===== config.mk =====
export PLATFORM = sky130hd
export DESIGN_NAME = monitor_cmd_engine
export DESIGN_NICKNAME = d
export VERILOG_FILES = /design/src/rtl/monitor_cmd_engine.sv
export SDC_FILE = /design/constraint.sdc
export NUM_CORES = 1
export LEC_CHECK = 0
export ABC_CLOCK_PERIOD_IN_PS = 2100
export CAP_MARGIN = 0
export CORE_UTILIZATION = 30
export CTS_CLUSTER_DIAMETER = 60
export CTS_CLUSTER_SIZE = 8
export DETAILED_ROUTE_END_ITERATION = 10
export PLACE_DENSITY = 0.67
export SLEW_MARGIN = 20
export SYNTH_ARGS = -nofsm -noshare
export SYNTH_HDL_FRONTEND = slang
export SYNTH_SLANG_ARGS = --single-unit

===== constraint.sdc =====
create_clock -name clk50 -period 2.1 [get_ports clk50]
set_input_delay 0.315 -clock clk50 [delete_from_list [all_inputs] [get_ports clk50]]
set_output_delay 0.315 -clock clk50 [all_outputs]
set_load 0.03 [all_outputs]

===== src/rtl/monitor_cmd_engine.sv =====
// monitor_cmd_engine: UART command engine that lets a controller write or read a bank of byte-wide command registers
// Ports: clk50 sole clock, reset_n synchronous active-low reset;
//   rx_valid/rx_byte/rx_error from the UART receiver, tx_ready/tx_write/tx_byte to the UART transmitter;
//   uart_rts (in) / uart_cts (out) active-low flow control;
//   state/cmd_rw/cmd_id/data_size/busy/err_flag status outputs;
//   reg_wr/reg_sel/reg_idx/reg_wdata/reg_rdata register-bank port (reg_rdata is combinational from sel/idx).
// Build option: define MONITOR_CHECKSUM_EN to add an XOR checksum byte after every payload in both directions.
module monitor_cmd_engine #(
  parameter int NUM_CMDS = 16,
  parameter int MAX_BYTES = 8,
  parameter int TIMEOUT_CYCLES = 50000,
  localparam int SW = NUM_CMDS > 1 ? $clog2(NUM_CMDS) : 1,
  localparam int IW = MAX_BYTES > 1 ? $clog2(MAX_BYTES) : 1,
  localparam int TW = $clog2(TIMEOUT_CYCLES + 1)
) (
  input  logic          clk50,
  input  logic          reset_n,
  input  logic          rx_valid,
  input  logic [7:0]    rx_byte,
  input  logic          rx_error,
  input  logic          tx_ready,
  output logic          tx_write,
  output logic [7:0]    tx_byte,
  input  logic          uart_rts,
  output logic          uart_cts,
  output logic [2:0]    state,
  output logic          cmd_rw,
  output logic [6:0]    cmd_id,
  output logic [7:0]    data_size,
  output logic          reg_wr,
  output logic [SW-1:0] reg_sel,
  output logic [IW-1:0] reg_idx,
  output logic [7:0]    reg_wdata,
  input  logic [7:0]    reg_rdata,
  output logic          busy,
  output logic          err_flag
);
  typedef enum logic [2:0] {
    IDLE       = 3'd0,
    READ_CMD   = 3'd1,
    DATA_BYTES = 3'd2,
    WRITE      = 3'd3,
    READ       = 3'd4,
    RESP       = 3'd5,
    ERROR      = 3'd6
  } state_t;
  state_t state_q, state_d;
  logic cts_q, cts_d, busy_q, busy_d, err_q, err_d;
  logic tx_write_q, tx_write_d, cmd_rw_q, cmd_rw_d;
  logic [7:0] tx_byte_q, tx_byte_d, data_size_q, data_size_d, cnt_q, cnt_d;
  logic [6:0] cmd_id_q, cmd_id_d;
  logic [TW-1:0] tmr_q, tmr_d;
  logic timed;
`ifdef MONITOR_CHECKSUM_EN
  logic [7:0] csum_q, csum_d;
`endif
  assign state = state_q;
  assign uart_cts = cts_q;
  assign busy = busy_q;
  assign err_flag = err_q;
  assign tx_write = tx_write_q;
  assign tx_byte = tx_byte_q;
  assign cmd_rw = cmd_rw_q;
  assign cmd_id = cmd_id_q;
  assign data_size = data_size_q;
  assign reg_sel = cmd_id_q[SW-1:0];
  assign reg_idx = cnt_q[IW-1:0];
  assign reg_wdata = rx_byte;
  always_comb begin
    timed = state_q inside {READ_CMD, DATA_BYTES, WRITE};
    state_d = state_q;
    err_d = err_q;
    tx_write_d = 1'b0;
    tx_byte_d = tx_byte_q;
    cmd_rw_d = cmd_rw_q;
    cmd_id_d = cmd_id_q;
    data_size_d = data_size_q;
    cnt_d = cnt_q;
    reg_wr = 1'b0;
`ifdef MONITOR_CHECKSUM_EN
    csum_d = csum_q;
`endif
    case (state_q)
      IDLE: begin
        if (!uart_rts) begin
          state_d = READ_CMD;
          err_d = 1'b0;
        end
      end
      READ_CMD: begin
        if (rx_valid && !rx_error) begin
          cmd_rw_d = rx_byte[7];
          cmd_id_d = rx_byte[6:0];
          state_d = 32'(rx_byte[6:0]) >= NUM_CMDS ? ERROR : DATA_BYTES;
        end
      end
      DATA_BYTES: begin
        if (rx_valid && !rx_error) begin
          data_size_d = rx_byte;
          cnt_d = '0;
`ifdef MONITOR_CHECKSUM_EN
          // size 0 still exchanges the checksum byte, so it takes the normal payload path
          csum_d = '0;
          state_d = 32'(rx_byte) > MAX_BYTES ? ERROR : cmd_rw_q ? WRITE : READ;
`else
          state_d = 32'(rx_byte) > MAX_BYTES ? ERROR : rx_byte == 8'd0 ? RESP : cmd_rw_q ? WRITE : READ;
`endif
        end
      end
      WRITE: begin
        if (rx_valid && !rx_error) begin
          cnt_d = cnt_q + 8'd1;
`ifdef MONITOR_CHECKSUM_EN
          if (cnt_q == data_size_q) state_d = rx_byte == csum_q ? RESP : ERROR;
          else begin
            reg_wr = 1'b1;
            csum_d = csum_q ^ rx_byte;
          end
`else
          reg_wr = 1'b1;
          state_d = 8'(cnt_q + 8'd1) == data_size_q ? RESP : WRITE;
`endif
        end
      end
      READ: begin
        // one idle cycle between launches so the transmitter can drop tx_ready
        if (tx_ready && !tx_write_q) begin
          tx_write_d = 1'b1;
          cnt_d = cnt_q + 8'd1;
`ifdef MONITOR_CHECKSUM_EN
          tx_byte_d = cnt_q == data_size_q ? csum_q : reg_rdata;
          csum_d = csum_q ^ reg_rdata;
          state_d = cnt_q == data_size_q ? IDLE : READ;
`else
          tx_byte_d = reg_rdata;
          state_d = 8'(cnt_q + 8'd1) == data_size_q ? IDLE : READ;
`endif
        end
      end
      RESP: begin
        if (tx_ready) begin
          tx_write_d = 1'b1;
          tx_byte_d = 8'h06;
          state_d = IDLE;
        end
      end
      ERROR: begin
        if (tx_ready) begin
          tx_write_d = 1'b1;
          tx_byte_d = 8'h15;
          err_d = 1'b1;
          state_d = IDLE;
        end
      end
      default: state_d = IDLE;
    endcase
    // a receive error overrides any byte accepted in the same cycle
    if (timed && rx_error) state_d = ERROR;
    else if (timed && !rx_valid && tmr_q == TW'(TIMEOUT_CYCLES - 1)) state_d = ERROR;
    tmr_d = (!timed || rx_valid || state_d != state_q) ? '0 : tmr_q + 1'b1;
    cts_d = !(state_d inside {READ_CMD, DATA_BYTES, WRITE});
    busy_d = state_d != IDLE;
  end
  always_ff @(posedge clk50) begin
    if (!reset_n) begin
      state_q <= IDLE;
      cts_q <= 1'b1;
      busy_q <= 1'b0;
      err_q <= 1'b0;
      tx_write_q <= 1'b0;
      tx_byte_q <= 8'h00;
      cmd_rw_q <= 1'b0;
      cmd_id_q <= 7'h7F;
      data_size_q <= 8'h00;
      cnt_q <= 8'h00;
      tmr_q <= '0;
`ifdef MONITOR_CHECKSUM_EN
      csum_q <= 8'h00;
`endif
    end else begin
      state_q <= state_d;
      cts_q <= cts_d;
      busy_q <= busy_d;
      err_q <= err_d;
      tx_write_q <= tx_write_d;
      tx_byte_q <= tx_byte_d;
      cmd_rw_q <= cmd_rw_d;
      cmd_id_q <= cmd_id_d;
      data_size_q <= data_size_d;
      cnt_q <= cnt_d;
      tmr_q <= tmr_d;
`ifdef MONITOR_CHECKSUM_EN
      csum_q <= csum_d;
`endif
    end
  end
endmodule


==> impl_metrics.tcl, run 1 <==
set metrics [dict create \
    status "complete, no violations" \
    path_clk_slew_ps 100 \
    worst_path_dominant_cell_family "compound AO/OA/AOI/OAI gates" \
    diodes 0 \
    synth_flop_cell "dfxtp_1" \
    mostFrequentLayoutCells "clkdlybuf4s50_1, buf_4, nand2_1" \
    htree_levels 2 \
    regArea_sq_um 1119 \
    powerDensity_nw_per_um2 883.8 \
    cts.sinks 55 \
    ios 69 \
    cts_tree "yes" \
    start_util 0.3119 \
    dp_hpwl_um 5892 \
    min_period_over_period 0.9962 \
    crit_type "flip-flop to flip-flop" \
    cp-startpoint "cnt_q[7]" \
    area_growth_syn_to_layout_pct 49.51 \
    path_depth 7 \
    overflow 0 \
    cap_violations 0 \
    grt_pass1_wl_um 12250 \
    drv_slew 0 \
    synth_cells 346 \
    r2r_cells 7 \
    p_switching_uw 1402 \
    layout.nets 468 \
    viasPerCell 4.847 \
    finalCriticalPeriod_ps 2092 \
    cts_inserted_buffers 5 \
    p_clk_frac 0.190 \
    async_reset_ff_frac 0 \
    final_common_cell "clkdlybuf4s50_1" \
    track_usage 0.1525 \
    dieArea_sq_um 10090 \
    crit_path_end_kind "flip-flop" \
    final_layout_size_suffix_gt1_frac 0.2517 \
    wl_per_cell_um 13.78 \
    antenna_found_initial 0 \
    coreArea_sq_um 9328 \
    yosys_warnings 0 \
    regToRegSetupSlack_ps 8 \
    synth_cell_types 55 \
    cts_buffer_depth 2 \
    switching_share 0.3647 \
    synth.avg_cell_area_sq_um 8.408 \
    p_seq_frac 0.335 \
    p_leak_uw 0.001594 \
    hold_viol 0 \
    crit_slowest_cell "o41a_1" \
    r2r-start "cnt_q[7]" \
    crit_path_cell_trace "xnor2_2, nor4_2, a311oi_4, a2111oi_4, buf_4, a21o_4, o41a_1" \
    vias 2782 \
    reg2reg_to "busy" \
    port_buffers 68 \
    slew-limit-headroom 0.6729 \
    utilization 0.4663 \
    grt_pass1_vias 2631 \
    min_path_type "input pin to flip-flop" \
    worstPathArrival_ps 2300 \
    grt_max_degree 22 \
    drt_wl_total_um 7910 \
    ys_seq_area_frac 0.3785 \
    fin_setup_tns_ps 0 \
    start_kind "flip-flop" \
    ctsRootBufferMaster "clkbuf_8" \
    gp_congestion 0.8217 \
    skew_ps 8.136 \
    multiInputGateArea_sq_um 1737 \
    rsz0062_at_grt "true" \
    drtIter0Drc 137 \
    die_w_um 100.5 \
    synth_edf_count 0 \
    synth_fp_nets 370 \
    worst_pin_slew_ps 488.8 \
    finalSetupViolations 0 \
    num_rows 35 \
    cp.required_ps 2300 \
    crit_fanout 5 \
    first_pass_iters 4 \
    die_y_um 100.5 \
    detail-route-antenna-nets 0 \
    endpoint "busy" \
    synth_seq_cells 55 \
    p_int_uw 2442 \
    pwr-share-comb 0.476 \
    clk-insertion-delay-late_ps 320 \
    syn_area_sq_um 2909 \
    fmax_mhz 478.0 \
    crit_buf_inv 1 \
    drc_errors 0 \
    ir_worst_vdd_mv 0.3620 \
    max_stage_delay_ps 410 \
    fillerInstances 910 \
]
-- stage by stage --
| stage | hold slack, ps | total power, uW | area, sq um | setup slack, ps | std cells |
|---|---|---|---|---|---|
| 6_report | 415.7 | 3844 | 4349 | 8.009 | 574 |
| 5_1_grt | 448.1 | 4047 | 4349 | -35.25 | 574 |
| 4_1_cts | 462.5 | 3660 | 4128 | 2.789 | 569 |
| 3_5_place_dp | 450.1 | 2886 | 3948 | -371.7 | 560 |
| 3_3_place_gp | 441.5 | 2860 | 3948 | -334.6 | 560 |
| 2_1_floorplan | 428.7 | 2224 | 2915 | 4.190 | 346 |
-- worst min-delay path by stage --
stage               depth (start not counted)        end  startpoint
CTS                                         1   tmr_q[0]    tmr_q[0]
global route                                4  cmd_id[4]  rx_byte[4]
finish                                      4  cmd_id[4]  rx_byte[4]
detailed placement                          1   tmr_q[0]    tmr_q[0]
floorplan                                   1   tmr_q[0]    tmr_q[0]
global placement                            1   tmr_q[0]    tmr_q[0]
-- routing by layer --
layer | routed length (um) | GRT usage
met5 | 0 | 0
met2 | 4108 | 0.2713
met3 | 196 | 0.02288
met1 | 3492 | 0.1861
met4 | 113 | 0.05463
-- flip-flops by register name (all words and copies together), names as in the netlist --
name       flops
state          3
tmr_q         16
cmd_id         7
busy           1
uart_cts       1
data_size      8
err_flag       1
cmd_rw         1
tx_write       1
tx_byte        8
cnt_q          8
-- tightest hold or removal path, stage by stage --
cell            delay, ps
dlymetal6s2s_1        130
buf_4                 150
nand2_1                50
nand3_1                70
-- power groups by stage --
| stage | sequential, uW | clock, uW | combinational [uW] |
|---|---|---|---|
| 2_1_floorplan | 1470 | 0 | 758 |
| 3_5_place_dp | 1300 | 0 | 1580 |
| 3_3_place_gp | 1300 | 0 | 1560 |
| 5_1_grt | 1300 | 796 | 1950 |
| 6_report | 1290 | 730 | 1830 |
| 4_1_cts | 1280 | 756 | 1620 |
-- area by class of cell --
class | count | area share
Multi-Input combinational cell | 249 | 0.3993
Timing Repair Buffer | 124 | 0.2716
Sequential cell | 55 | 0.2572
Tap cell | 129 | 0.03711
Clock buffer | 6 | 0.01899
Clock inverter | 2 | 0.008055
Inverter | 9 | 0.007768
-- what timing repair did --
action,4_1_cts,5_1_grt
hold buffers,0,0
cloned,0,2
setup endpoints to repair,19,21
pin swaps,4,10
gates resized for setup,8,36
setup buffers,1,3
-- cells by family after synthesis --
| logic type | count (synthesis) | synth area share |
|---|---|---|
| AND/OR/NAND/NOR | 159 | 0.2817 |
| AO/OA/AOI/OAI | 62 | 0.1695 |
| flip-flops | 55 | 0.3785 |
| buffers and inverters | 42 | 0.08301 |
| XOR/XNOR | 25 | 0.07527 |
| adder cells (fa/ha/maj) | 3 | 0.01204 |
-- cell usage after synthesis (all sizes together), types with 2 or more instances --
library cell | count | share of area
or4 | 4 | 0.010
and2 | 6 | 0.013
or3 | 7 | 0.017
nor2b | 3 | 0.0065
inv | 9 | 0.012
xnor2 | 18 | 0.054
o21ai | 12 | 0.021
and3 | 3 | 0.0065
o211a | 3 | 0.010
nor4 | 5 | 0.013
o21a | 2 | 0.0052
a31o | 2 | 0.0060
buf | 22 | 0.057
nand2b | 2 | 0.0043
a21boi | 21 | 0.058
a21oi | 7 | 0.012
ha | 2 | 0.0086
nor3 | 20 | 0.036
a31oi | 2 | 0.0043
a311oi | 2 | 0.0082
nand3 | 28 | 0.048
clkbuf | 11 | 0.015
nor3b | 5 | 0.017
o211ai | 2 | 0.0099
xor2 | 7 | 0.021
nand4 | 3 | 0.0065
nor2 | 20 | 0.026
nand2 | 48 | 0.063
dfxtp | 55 | 0.38
Power figures use the tool's default switching activity.
==> inputs of run 2 (changes only) <==
--- a/config.mk
+++ b/config.mk
@@ -7,11 +7,11 @@
 export LEC_CHECK = 0
 export ABC_CLOCK_PERIOD_IN_PS = 2100
 export CAP_MARGIN = 0
+export CORE_ASPECT_RATIO = 0.6
 export CORE_UTILIZATION = 30
 export CTS_CLUSTER_DIAMETER = 60
 export CTS_CLUSTER_SIZE = 8
 export DETAILED_ROUTE_END_ITERATION = 10
-export PLACE_DENSITY = 0.67
 export SLEW_MARGIN = 20
 export SYNTH_ARGS = -nofsm -noshare
 export SYNTH_HDL_FRONTEND = slang
==> run 2 against run 1 <==
Sequential share of layout area decreased by 0.61 points. Core utilization increased by 1.0 points. Highest routed layer unchanged. Combinational power increased by 4%. First-iteration DRC count increased by 10%. Non-clock buffer count increased by 11. Worst hold slack improved by 46 ps. Fmax increased by 2.3%. Total power increased by 4.3%. Via count increased by 1.7%.
==> impl_metrics.tcl, run 2 (synthesized netlist as in run 1, its figures left out) <==
set metrics [dict create \
    status "complete, no violations" \
    ctsRootBufferMaster "clkbuf_16" \
    cts_tree "yes" \
    diodes 0 \
    fillerInstances 882 \
    final_layout_size_suffix_gt1_frac 0.2675 \
    crit_fanout 15 \
    finalCriticalPeriod_ps 2045 \
    switching_share 0.3743 \
    regToRegSetupSlack_ps 60 \
    path_clk_slew_ps 70 \
    grt_max_degree 22 \
    htree_levels 2 \
    fin_ws_ps 54.59 \
    cap_violations 0 \
    cts_hold_buf 0 \
    track_usage 0.1797 \
    first_pass_iters 4 \
    wl_per_cell_um 14.93 \
    dieArea_sq_um 10110 \
    start_kind "input pin" \
    p_total_uw 4009 \
    rsz0062_at_grt "true" \
    grt_pass1_wl_um 13940 \
    num_rows 27 \
    powerDensity_nw_per_um2 906.1 \
    gp_congestion 0.8000 \
    die_w_um 129.1 \
    detail-route-antenna-nets 0 \
    crit_buf_inv 2 \
    r2r_cells 7 \
    top_register "tmr_q" \
    port_buffers 68 \
    coreArea_sq_um 9290 \
    p_leak_uw 0.001656 \
    area_growth_syn_to_layout_pct 52.09 \
    crit_type "input pin to flip-flop" \
    reg2reg_to "uart_cts" \
    start_util 0.3131 \
    cp-startpoint "rx_error" \
    ios 69 \
    skew_ps 6.259 \
    vias 2829 \
    slew-limit-headroom 0.7636 \
    p_switching_uw 1501 \
    p_clk_frac 0.209 \
    largest_reg_flops 16 \
    mostFrequentLayoutCells "clkdlybuf4s50_1, buf_4, nand2_1, dfxtp_1, nand3_1" \
    cts_inserted_buffers 5 \
    drc_errors 0 \
    p_int_uw 2508 \
    overflow 0 \
    worst_pin_slew_ps 353.6 \
    crit_path_end_kind "flip-flop" \
    fmax_mhz 488.9 \
    crit_path_cell_trace "clkdlybuf4s50_1, nor3b_4, nand2_2, or3_4, a21boi_4, o211ai_4, buf_12, nor3_1" \
    antenna_found_initial 0 \
    fin_setup_tns_ps 0 \
    crit_slowest_cell "clkdlybuf4s50_1" \
    layout.nets 479 \
    dp_hpwl_um 6356 \
    hold_viol 0 \
    stdcell_area_sq_um 4424 \
    viasPerCell 4.828 \
    clk-insertion-delay-late_ps 300 \
    path_depth 8 \
    worst_path_dominant_cell_family "simple AND/OR/NAND/NOR gates" \
    die_y_um 78.28 \
    cp.required_ps 2320 \
    drt_wl_total_um 8749 \
    ir_worst_vdd_mv 0.4166 \
    r2r-start "cnt_q[1]" \
    drtIter0Drc 151 \
    min_path_type "flip-flop to flip-flop" \
    min_period_over_period 0.9740 \
    placed_cells 571 \
    cts_buffer_depth 2 \
    cts.sinks 55 \
    drv_slew 0 \
    grt_pass1_vias 2677 \
    instances_no_fill 586 \
    pwr-share-comb 0.473 \
    endpoint "tmr_q[8]" \
    dp_slack_ps -488.5 \
    worstPathArrival_ps 2270 \
    place_area_sq_um 4011 \
    finalSetupViolations 0 \
    p_seq_frac 0.318 \
    max_stage_delay_ps 470 \
]
==> run 2: routing by layer <==
metal  global-route usage  vias up  part of all wire
li1                     -     1425                 -
met3              0.04090        7             0.045
met2               0.2457       66              0.41
met5                    0        -                 0
met4              0.05059        0            0.0085
met1               0.2731     1331              0.54
==> run 2: worst min path at each step <==
stage / start / endpoint / slack, ps / depth (start not counted)
2_1_floorplan: tmr_q[0] / tmr_q[0] / 430 / 1
3_3_place_gp: tx_byte[7] / tx_byte[7] / 450 / 2
3_5_place_dp: tx_byte[7] / tx_byte[7] / 460 / 2
4_1_cts: tx_byte[7] / tx_byte[7] / 470 / 2
5_1_grt: tx_byte[3] / tx_byte[3] / 500 / 2
6_report: tx_byte[7] / tx_byte[7] / 460 / 2
==> run 2: power by group through the flow <==
| stage | registers, uW | clock network (uW) | logic, uW |
|---|---|---|---|
| CTS | 1270 | 850 | 1790 |
| finish | 1270 | 838 | 1900 |
| floorplan | 1470 | 0 | 758 |
| global route | 1290 | 903 | 2040 |
| detailed placement | 1290 | 0 | 1630 |
| global placement | 1290 | 0 | 1610 |
==> run 2: metrics by stage <==
step,hold WS [ps],utilization
after floorplan,428.7,-
after global placement,448.5,0.4318
after detailed placement,457.7,0.4318
after CTS,468.0,0.4601
after global routing,495.5,0.4762
final,462.1,0.4762
==> run 2: tightest hold or removal path, delay by kind of cell (launching register included) <==
kind | cells | cell delay, ps
simple gates | 1 | 50
compound gates | 1 | 60
flops | 1 | 310
==> run 2: cell type report <==
type / count / area (sq um) / share of cell area
clock buffers: 5 / 125.1 / 0.02828
clock inverters: 3 / 15.01 / 0.003394
inverters: 9 / 33.78 / 0.007636
multi-input cells: 249 / 1724 / 0.3897
flip-flops and latches: 55 / 1111 / 0.2511
well taps: 130 / 162.7 / 0.03676
repair buffers: 135 / 1252 / 0.2831
==> run 2: repair_timing <==
item | CTS | global route
setup endpoints to repair | 19 | 21
gates resized for setup | 13 | 29
cloned | 1 | 0
endpoints found under the hold margin | 0 | 0
setup buffers | 4 | 2
pin swaps | 6 | 7
